==> src/rtl/result_reader_pkg.sv <==
// Shared types and sizes for the result memory readback path.
// Imported by the interface, the skid FIFO and the reader top.
package result_pkg;

  localparam int IMG_W      = 32;
  localparam int IMG_H      = 32;
  localparam int NPIX       = IMG_W * IMG_H;
  localparam int FIFO_DEPTH = 2;
  localparam int RC_W       = 5;

  typedef enum logic [1:0] {
    IDLE,
    RUN,
    DONE
  } state_t;

endpackage

==> src/rtl/result_reader_if.sv <==
// Memory read port plus the tagged output stream of the result reader.
// master = reader side, slave = memory/consumer side.
interface result_reader_if
  import result_pkg::*;
#(
  parameter int ADDR_W = 10,
  parameter int DATA_W = 32
);

  logic              mem_en;
  logic [ADDR_W-1:0] mem_addr;
  logic [DATA_W-1:0] mem_rdata;

  logic              out_valid;
  logic              out_ready;
  logic [DATA_W-1:0] out_data;
  logic [RC_W-1:0]   out_row;
  logic [RC_W-1:0]   out_col;
  logic              out_last;

  modport master (
    output mem_en,
    output mem_addr,
    input  mem_rdata,
    output out_valid,
    input  out_ready,
    output out_data,
    output out_row,
    output out_col,
    output out_last
  );

  modport slave (
    input  mem_en,
    input  mem_addr,
    output mem_rdata,
    input  out_valid,
    output out_ready,
    input  out_data,
    input  out_row,
    input  out_col,
    input  out_last
  );

endinterface

==> src/rtl/result_reader_fifo.sv <==
// Small synchronous FIFO that absorbs memory read returns.
// Simultaneous push and pop keep the occupancy unchanged.
module rd_skid_fifo
  import result_pkg::*;
#(
  parameter int DATA_W = 32,
  parameter int DEPTH  = FIFO_DEPTH,
  parameter int CNT_W  = $clog2(DEPTH + 1)
) (
  input  logic              clk,
  input  logic              rstb,
  input  logic              push,
  input  logic [DATA_W-1:0] push_data,
  input  logic              pop,
  output logic [DATA_W-1:0] pop_data,
  output logic [CNT_W-1:0]  count,
  output logic              empty
);

  localparam int PTR_W = (DEPTH > 1) ? $clog2(DEPTH) : 1;

  logic [DATA_W-1:0] mem [DEPTH];
  logic [PTR_W-1:0]  wr_ptr;
  logic [PTR_W-1:0]  rd_ptr;
  logic              do_push;
  logic              do_pop;

  function automatic logic [PTR_W-1:0] nxt(
    input logic [PTR_W-1:0] p
  );
    return (p == PTR_W'(DEPTH - 1)) ? '0 : p + 1'b1;
  endfunction

  assign empty    = (count == '0);
  assign do_pop   = pop && !empty;
  assign do_push  = push && ((count != CNT_W'(DEPTH)) || do_pop);
  assign pop_data = mem[rd_ptr];

  always_ff @(posedge clk or posedge rstb) begin
    if (rstb) begin
      for (int i = 0; i < DEPTH; i++) mem[i] <= '0;
      wr_ptr <= '0;
      rd_ptr <= '0;
      count  <= '0;
    end else begin
      if (do_push) begin
        mem[wr_ptr] <= push_data;
        wr_ptr      <= nxt(wr_ptr);
      end
      if (do_pop) rd_ptr <= nxt(rd_ptr);
      unique case ({do_push, do_pop})
        2'b10:   count <= count + CNT_W'(1);
        2'b01:   count <= count - CNT_W'(1);
        default: count <= count;
      endcase
    end
  end

endmodule

==> src/rtl/result_reader.sv <==
// Streams the result memory out in raster order after a start pulse,
// tagging row/col/last and accumulating a wrapping checksum.
module result_reader
  import result_pkg::*;
#(
  parameter int WIDTH  = IMG_W,
  parameter int HEIGHT = IMG_H,
  parameter int ADDR_W = 10,
  parameter int DATA_W = 32
) (
  input  logic              clk,
  input  logic              rstb,
  input  logic              start,
  result_reader_if.master   bus,
  output logic              busy,
  output logic              done,
  output logic [DATA_W-1:0] checksum
);

  localparam int CNT_W = $clog2(FIFO_DEPTH + 1);
  localparam logic [ADDR_W:0] N_PIX =
    (ADDR_W + 1)'(WIDTH * HEIGHT);
  localparam logic [RC_W-1:0] LAST_COL = RC_W'(WIDTH - 1);
  localparam logic [RC_W-1:0] LAST_ROW = RC_W'(HEIGHT - 1);

  state_t            state;
  logic [ADDR_W:0]   issue_cnt;
  logic              inflight;
  logic [RC_W-1:0]   row;
  logic [RC_W-1:0]   col;
  logic [CNT_W-1:0]  fcount;
  logic              fempty;
  logic              pop;
  logic              issue;
  logic [CNT_W:0]    credit;

  assign pop = bus.out_valid && bus.out_ready;

  // Counting the word leaving this cycle keeps 1 word/cycle flowing
  // while never holding more than FIFO_DEPTH stored or in flight.
  assign credit = {1'b0, fcount}
                + (CNT_W + 1)'(inflight)
                - (CNT_W + 1)'(pop);

  assign issue = (state == RUN)
              && (issue_cnt < N_PIX)
              && (credit < (CNT_W + 1)'(FIFO_DEPTH));

  assign bus.mem_en    = issue;
  assign bus.mem_addr  = issue_cnt[ADDR_W-1:0];
  assign bus.out_valid = !fempty;
  assign bus.out_row   = row;
  assign bus.out_col   = col;
  assign bus.out_last  = (row == LAST_ROW) && (col == LAST_COL);

  rd_skid_fifo #(
    .DATA_W (DATA_W),
    .DEPTH  (FIFO_DEPTH)
  ) u_fifo (
    .clk       (clk),
    .rstb      (rstb),
    .push      (inflight),
    .push_data (bus.mem_rdata),
    .pop       (pop),
    .pop_data  (bus.out_data),
    .count     (fcount),
    .empty     (fempty)
  );

  always_ff @(posedge clk or posedge rstb) begin
    if (rstb) begin
      state     <= IDLE;
      busy      <= 1'b0;
      done      <= 1'b0;
      checksum  <= '0;
      issue_cnt <= '0;
      inflight  <= 1'b0;
      row       <= '0;
      col       <= '0;
    end else begin
      inflight <= issue;
      if (issue) issue_cnt <= issue_cnt + 1'b1;
      unique case (state)
        IDLE, DONE: begin
          if (start) begin
            state     <= RUN;
            busy      <= 1'b1;
            done      <= 1'b0;
            checksum  <= '0;
            issue_cnt <= '0;
            row       <= '0;
            col       <= '0;
          end
        end
        RUN: begin
          if (pop) begin
            checksum <= checksum + bus.out_data;
            if (bus.out_last) begin
              state <= DONE;
              busy  <= 1'b0;
              done  <= 1'b1;
              row   <= '0;
              col   <= '0;
            end else if (col == LAST_COL) begin
              col <= '0;
              row <= row + 1'b1;
            end else begin
              col <= col + 1'b1;
            end
          end
        end
        default: state <= IDLE;
      endcase
    end
  end

endmodule
==> src/flat_wrapper.sv <==
// flat-port wrapper written by rule: the top's interface ports become plain ports
module result_reader_flat import result_pkg::*;
#(
  parameter int WIDTH  = IMG_W,
  parameter int HEIGHT = IMG_H,
  parameter int ADDR_W = 10,
  parameter int DATA_W = 32
)
  (clk, rstb, start, busy, done, checksum, bus_mem_en, bus_mem_addr, bus_mem_rdata, bus_out_valid, bus_out_ready, bus_out_data, bus_out_row, bus_out_col, bus_out_last);
  result_reader_if #(.ADDR_W(ADDR_W), .DATA_W(DATA_W)) bus_i ();
  input  logic clk;
  input  logic rstb;
  input  logic start;
  output logic busy;
  output logic done;
  output logic [DATA_W-1:0] checksum;
  output wire logic [$bits(bus_i.mem_en)-1:0] bus_mem_en;
  output wire logic [$bits(bus_i.mem_addr)-1:0] bus_mem_addr;
  input wire logic [$bits(bus_i.mem_rdata)-1:0] bus_mem_rdata;
  output wire logic [$bits(bus_i.out_valid)-1:0] bus_out_valid;
  input wire logic [$bits(bus_i.out_ready)-1:0] bus_out_ready;
  output wire logic [$bits(bus_i.out_data)-1:0] bus_out_data;
  output wire logic [$bits(bus_i.out_row)-1:0] bus_out_row;
  output wire logic [$bits(bus_i.out_col)-1:0] bus_out_col;
  output wire logic [$bits(bus_i.out_last)-1:0] bus_out_last;
  assign bus_mem_en = bus_i.mem_en;
  assign bus_mem_addr = bus_i.mem_addr;
  assign bus_i.mem_rdata = bus_mem_rdata;
  assign bus_out_valid = bus_i.out_valid;
  assign bus_i.out_ready = bus_out_ready;
  assign bus_out_data = bus_i.out_data;
  assign bus_out_row = bus_i.out_row;
  assign bus_out_col = bus_i.out_col;
  assign bus_out_last = bus_i.out_last;
  result_reader #(.WIDTH(WIDTH), .HEIGHT(HEIGHT), .ADDR_W(ADDR_W), .DATA_W(DATA_W)) u_core (.clk(clk), .rstb(rstb), .start(start), .bus(bus_i), .busy(busy), .done(done), .checksum(checksum));
endmodule
==> config.mk <==
export PLATFORM = sky130hd
export DESIGN_NAME = result_reader_flat
export DESIGN_NICKNAME = d
export VERILOG_FILES = /design/src/rtl/result_reader_pkg.sv /design/src/rtl/result_reader_if.sv /design/src/rtl/result_reader_fifo.sv /design/src/rtl/result_reader.sv /design/src/flat_wrapper.sv
export SDC_FILE = /design/constraint.sdc
export NUM_CORES = 1
export LEC_CHECK = 0
export CAP_MARGIN = 20
export CORE_ASPECT_RATIO = 2
export CORE_MARGIN = 2
export CORE_UTILIZATION = 51
export CTS_CLUSTER_SIZE = 25
export DETAILED_ROUTE_END_ITERATION = 7
export HOLD_SLACK_MARGIN = 0.12
export PLACE_DENSITY = 0.9
export SYNTH_ARGS = -nofsm -noshare
export SYNTH_HDL_FRONTEND = slang
export SYNTH_SLANG_ARGS = --single-unit
==> constraint.sdc <==
create_clock -name clk -period 6.2 [get_ports clk]
set_input_delay 1.86 -clock clk [delete_from_list [all_inputs] [get_ports clk]]
set_output_delay 1.86 -clock clk [all_outputs]
set_load 0.01 [all_outputs]
After elaboration in Yosys (flattened, before gate mapping)
Index checks and enable logic that the tools add are counted.

word-level totals
  input bits = 36
  register bits = 126
  logic and storage cells = 95
  output and inout port bits = 89

cells by class
  eq/ne operators = 11
  add/subtract/negate cells = 10
  magnitude comparators = 5
  muxes and demuxes = 36
  bitwise operators = 2
  reductions and logical operators = 18

operators with widths
  operator                 number
  $mux W32                 6
  $bwmux W64               1
  $pmux W32 S2             1
  $mux W5                  7
  $mux W11                 3
  $add A32 B32 Y32         1
  $demux W32 S1            1
  $pmux W5 S2              2
  $add A11 B1 Y11 const B  1
  $lt A11 B11 Y1 const B   1
  $add A5 B1 Y5 const B    2
  $eq A5 B5 Y1 const B     2
  $mux W1                  8
  $pmux W2 S2              2
  $reduce_and A4 Y1        2
  $logic_and A1 B1 Y1      7
  $mux W2                  3
  $ne A2 B2 Y1 const B     3
  $reduce_and A3 Y1        2
  $eq A2 B1 Y1 const B     2
  $eq A2 B2 Y1 const B     2
  $ge A2 B2 Y1 const B     2
  $logic_not A2 Y1         2
  $not A1 Y2               2
  other kinds (14)         17

Depth between registers and ports, before layout
  depth in word-level cells = 9
  mapped depth = 14
  mapped depth without buffers = 13

Hierarchy
From an unflattened synthesis, not the netlist that was laid out.

unflattened totals
  cells, all modules = 691
  area total of the unflattened synthesis = 7442.1 µm²

by module, submodules not included
  module         area each (µm²)  sequential area each (µm²)  cells each  instances
  result_reader  4408.0           1451.4                      502         1
  rd_skid_fifo   3034.2           1701.6                      189         1

Worst setup path after synthesis
OpenSTA, ideal clock, no wires.

  path kind = input to output
  start point = input port bus_out_ready
  end point = output port bus_mem_en
  arrival = 3.587 ns
  path buffers = 0
  stages = 7
  path slack = 0.753 ns
  cells stage by stage = nand2_1 inv_1 ha_1 nand2b_1 fa_1 xor2_1 nor4b_2

on the way
  longest elaborated chain between the ends = 4

ends and longest elaborated chain
  item                 line                 RTL
  from (decl)          flat_wrapper.sv:21   input wire logic [$bits(bus_i.out_ready)-1:0] bus_out_ready;
  $logic_and A1 B1 Y1  result_reader.sv:37  assign pop = bus.out_valid && bus.out_ready;
  $sub A3 B1 Y3        result_reader.sv:43  - (CNT_W + 1)'(pop);
  $lt A3 B2 Y1         result_reader.sv:47  && (credit < (CNT_W + 1)'(FIFO_DEPTH));
  $logic_and A1 B1 Y1  result_reader.sv:47
  to (decl)            flat_wrapper.sv:17   output wire logic [$bits(bus_i.mem_en)-1:0] bus_mem_en;

Every way passes these cells.

Worst setup path after layout
Ends and elaborated chain as after synthesis.

==> out/results.ini <==
[sta]
post-route-period-util = 0.9214
hold_ws_ns = 0.5006
period_minus_slack_ns = 5.713
hold_viol_final = 0
setup_violations = 0
fmax_mhz = 175.1
drv_slew = 0
tightest_slew_ns = 1.095
rsz0062_at_grt = false
tns_ns = 0
maxSlewHeadroom = 0.2686
fin_skew_ns = 0.009822

[cts]
clockBufferDepth = 2
cts_root_buf = clkbuf_16
numClockSinks = 126
cts_tree = done
path_clk_slew_ns = 0.06
htreeDepth = 4
cts_made_buffers = 17
postCtsSetupBuffers = 0
clock_latency_ns = 0.42

[drt]
wl_mm = 18.26
drt_iter0_markers = 212
via_per_inst = 5.854
vias = 5831
drtPass1Iterations = 5
drtAntennaViolNets = 0
avgRoutedWirePerCell_um = 18.34
remaining_drc_errors = 0

[worst_setup_path]
critPathRequiredTime_ns = 4.34
critPathKind = in -> out
crit_chain = clkdlybuf4s50_1, nand2_1, inv_1, ha_1, nand2b_1, fa_1, xor2_1, nor4b_2, dlymetal6s2s_1
critPathArrivalTime_ns = 3.85
path_depth = 9
cp_top_family = buffers and inverters
cp_max_fo = 2
reg2reg_depth = 10
max_stage_delay_ns = 0.47
slowest_stage = clkdlybuf4s50_1
worst-path-buf-inv = 3
critPathLaunchType = primary input
end_kind = primary output

[synth]
synthCells = 679
synth_area_um2 = 7161
synth-seq-area-share = 0.4403
avgSynthCellArea_um2 = 10.55
ys_seq_elements = 126
synthDistinctLibCells = 53
synth_fp_nets = 755
ys_async_sr_fraction = 1.000
synth_edf_count = 0
synthFlopType = dfrtp_1
ys_top_cells_by_count = 126 x dfrtp_1, 94 x mux2_2, 50 x nand2_1, 47 x o21ai_0, 38 x ha_1
yosys_warnings = 0
synth.area.top_cells = dfrtp_1 44%, mux2_2 15%, ha_1 6.6%
synth_most_common_cell = dfrtp_1
post-synth-top-area-cell = dfrtp_1
synth_top_cell_area_share = 0.4403

[floorplan]
rows = 61
die_w_um = 87.79
coreArea_um2 = 13810
die-area_um2 = 15060
ios = 125
die-height_um = 171.6
initial_utilization = 0.5183

[grt]
grt_pass1_vias = 6156
grt_usage = 0.2569
overflow = 0
grt_pass1_wl_mm = 30.02
antenna_found_initial = 0
grt_max_degree = 54

[placed_design]
place.gp.congestion = 0.9292
port_buffers = 124
dp_hpwl_mm = 13.08

[pwr]
p_leak_nw = 3.988
total_power_mw = 6.323
max-vdd-ir-drop_mv = 0.4148
powerDensity_nw_per_um2 = 690.5

[flow_run]
maxCapViolations = 0

[finish]
fin_nets = 870
fillCellCount = 1028
diodes = 0
area_delta_synth_final_pct = 27.89
layout-drive-gt1-share = 0.1834

[min_path]
holdPathStages = 1
hold_class = reg -> reg

[status]
status = complete, no violations

## metal layers
layer,wire length [um],part of all wire,vias to the layer above,track usage
met1,6514,0.36,2862,0.2712
li1,-,-,2699,-
met5,0,0,-,0
met3,713,0.039,66,0.05086
met4,796,0.044,0,0.1398
met2,10240,0.56,204,0.4644
## registers in the layout, indices dropped and copies added (netlist names), 2 cells and up
signal / cells
u_core.bus.out_col: 5
u_core.u_fifo.count: 2
u_core.state: 2
u_core.checksum: 32
u_core.bus.out_row: 5
u_core.u_fifo.mem: 64
u_core.issue_cnt: 11
## layout by cell type, fill, tap and decap left out, types with 16 or more instances in the layout
master,n
mux2_2,94
dfrtp_1,126
xor2_1,20
nor2_1,35
ha_1,38
nand3_1,33
clkbuf_16,17
nand2_1,50
a21oi_1,27
o21ai_0,47
a21o_1,16
xnor2_1,18
clkdlybuf4s50_1,123
## power by group
part / switching (mW) / internal (mW)
logic: 1.95 / 1.88
registers: 0.275 / 1.20
clock network: 0.400 / 0.622
## layout make-up
type                            count  area [um^2]  share of cell area
Inverter                           15        58.81            0.006422
Clock buffer                       19        452.9             0.04946
Multi-Input combinational cell    500         3784              0.4132
Clock inverter                     13        153.9             0.01681
Sequential cell                   126         3153              0.3443
Tap cell                          189        236.5             0.02582
Timing Repair Buffer              134         1319              0.1440
## stage by stage
stage	utilization	instances	worst slack (ns)	instance area [um^2]
after global placement	0.6188	964	0.1547	8548
after CTS	0.6627	996	0.06008	9155
after floorplan	-	679	0.7534	7161
after global routing	0.6629	996	0.3383	9158
final	0.6629	996	0.4874	9158
after detailed placement	0.6188	964	0.07411	8548
## what timing repair did
action,4_1_cts,5_1_grt
gates resized for setup,0,1
hold buffers,0,0
hold endpoints to repair,0,0
setup endpoints to repair,0,1
## final timing paths
kind	end	start	slack [ns]
worst max-delay path	bus_mem_en	bus_out_ready	0.49
worst min-delay path	u_core.u_fifo.mem[37]	u_core.u_fifo.mem[37]	0.50
worst max register to register	u_core.checksum[29]	u_core.u_fifo.rd_ptr	2.07
worst min register to register	u_core.u_fifo.mem[37]	u_core.u_fifo.mem[37]	0.50
max in group asynchronous	u_core.u_fifo.mem[23]	rstb	3.32
min in group asynchronous	u_core.u_fifo.mem[6]	rstb	1.91
## cells by family (layout without fill, tap and decap cells)
logic type      Yosys count  in the layout  share of synthesized area
flops                   126            126                     0.4403
buf+inv                  53            181                    0.03302
fa+ha+maj                40             40                    0.07199
compound gates          150            150                     0.1366
xor+xnor                 38             38                    0.04648
simple gates            174            174                     0.1181
mux                      98             98                     0.1534
Note: power is estimated with default switching activity, not from simulation.
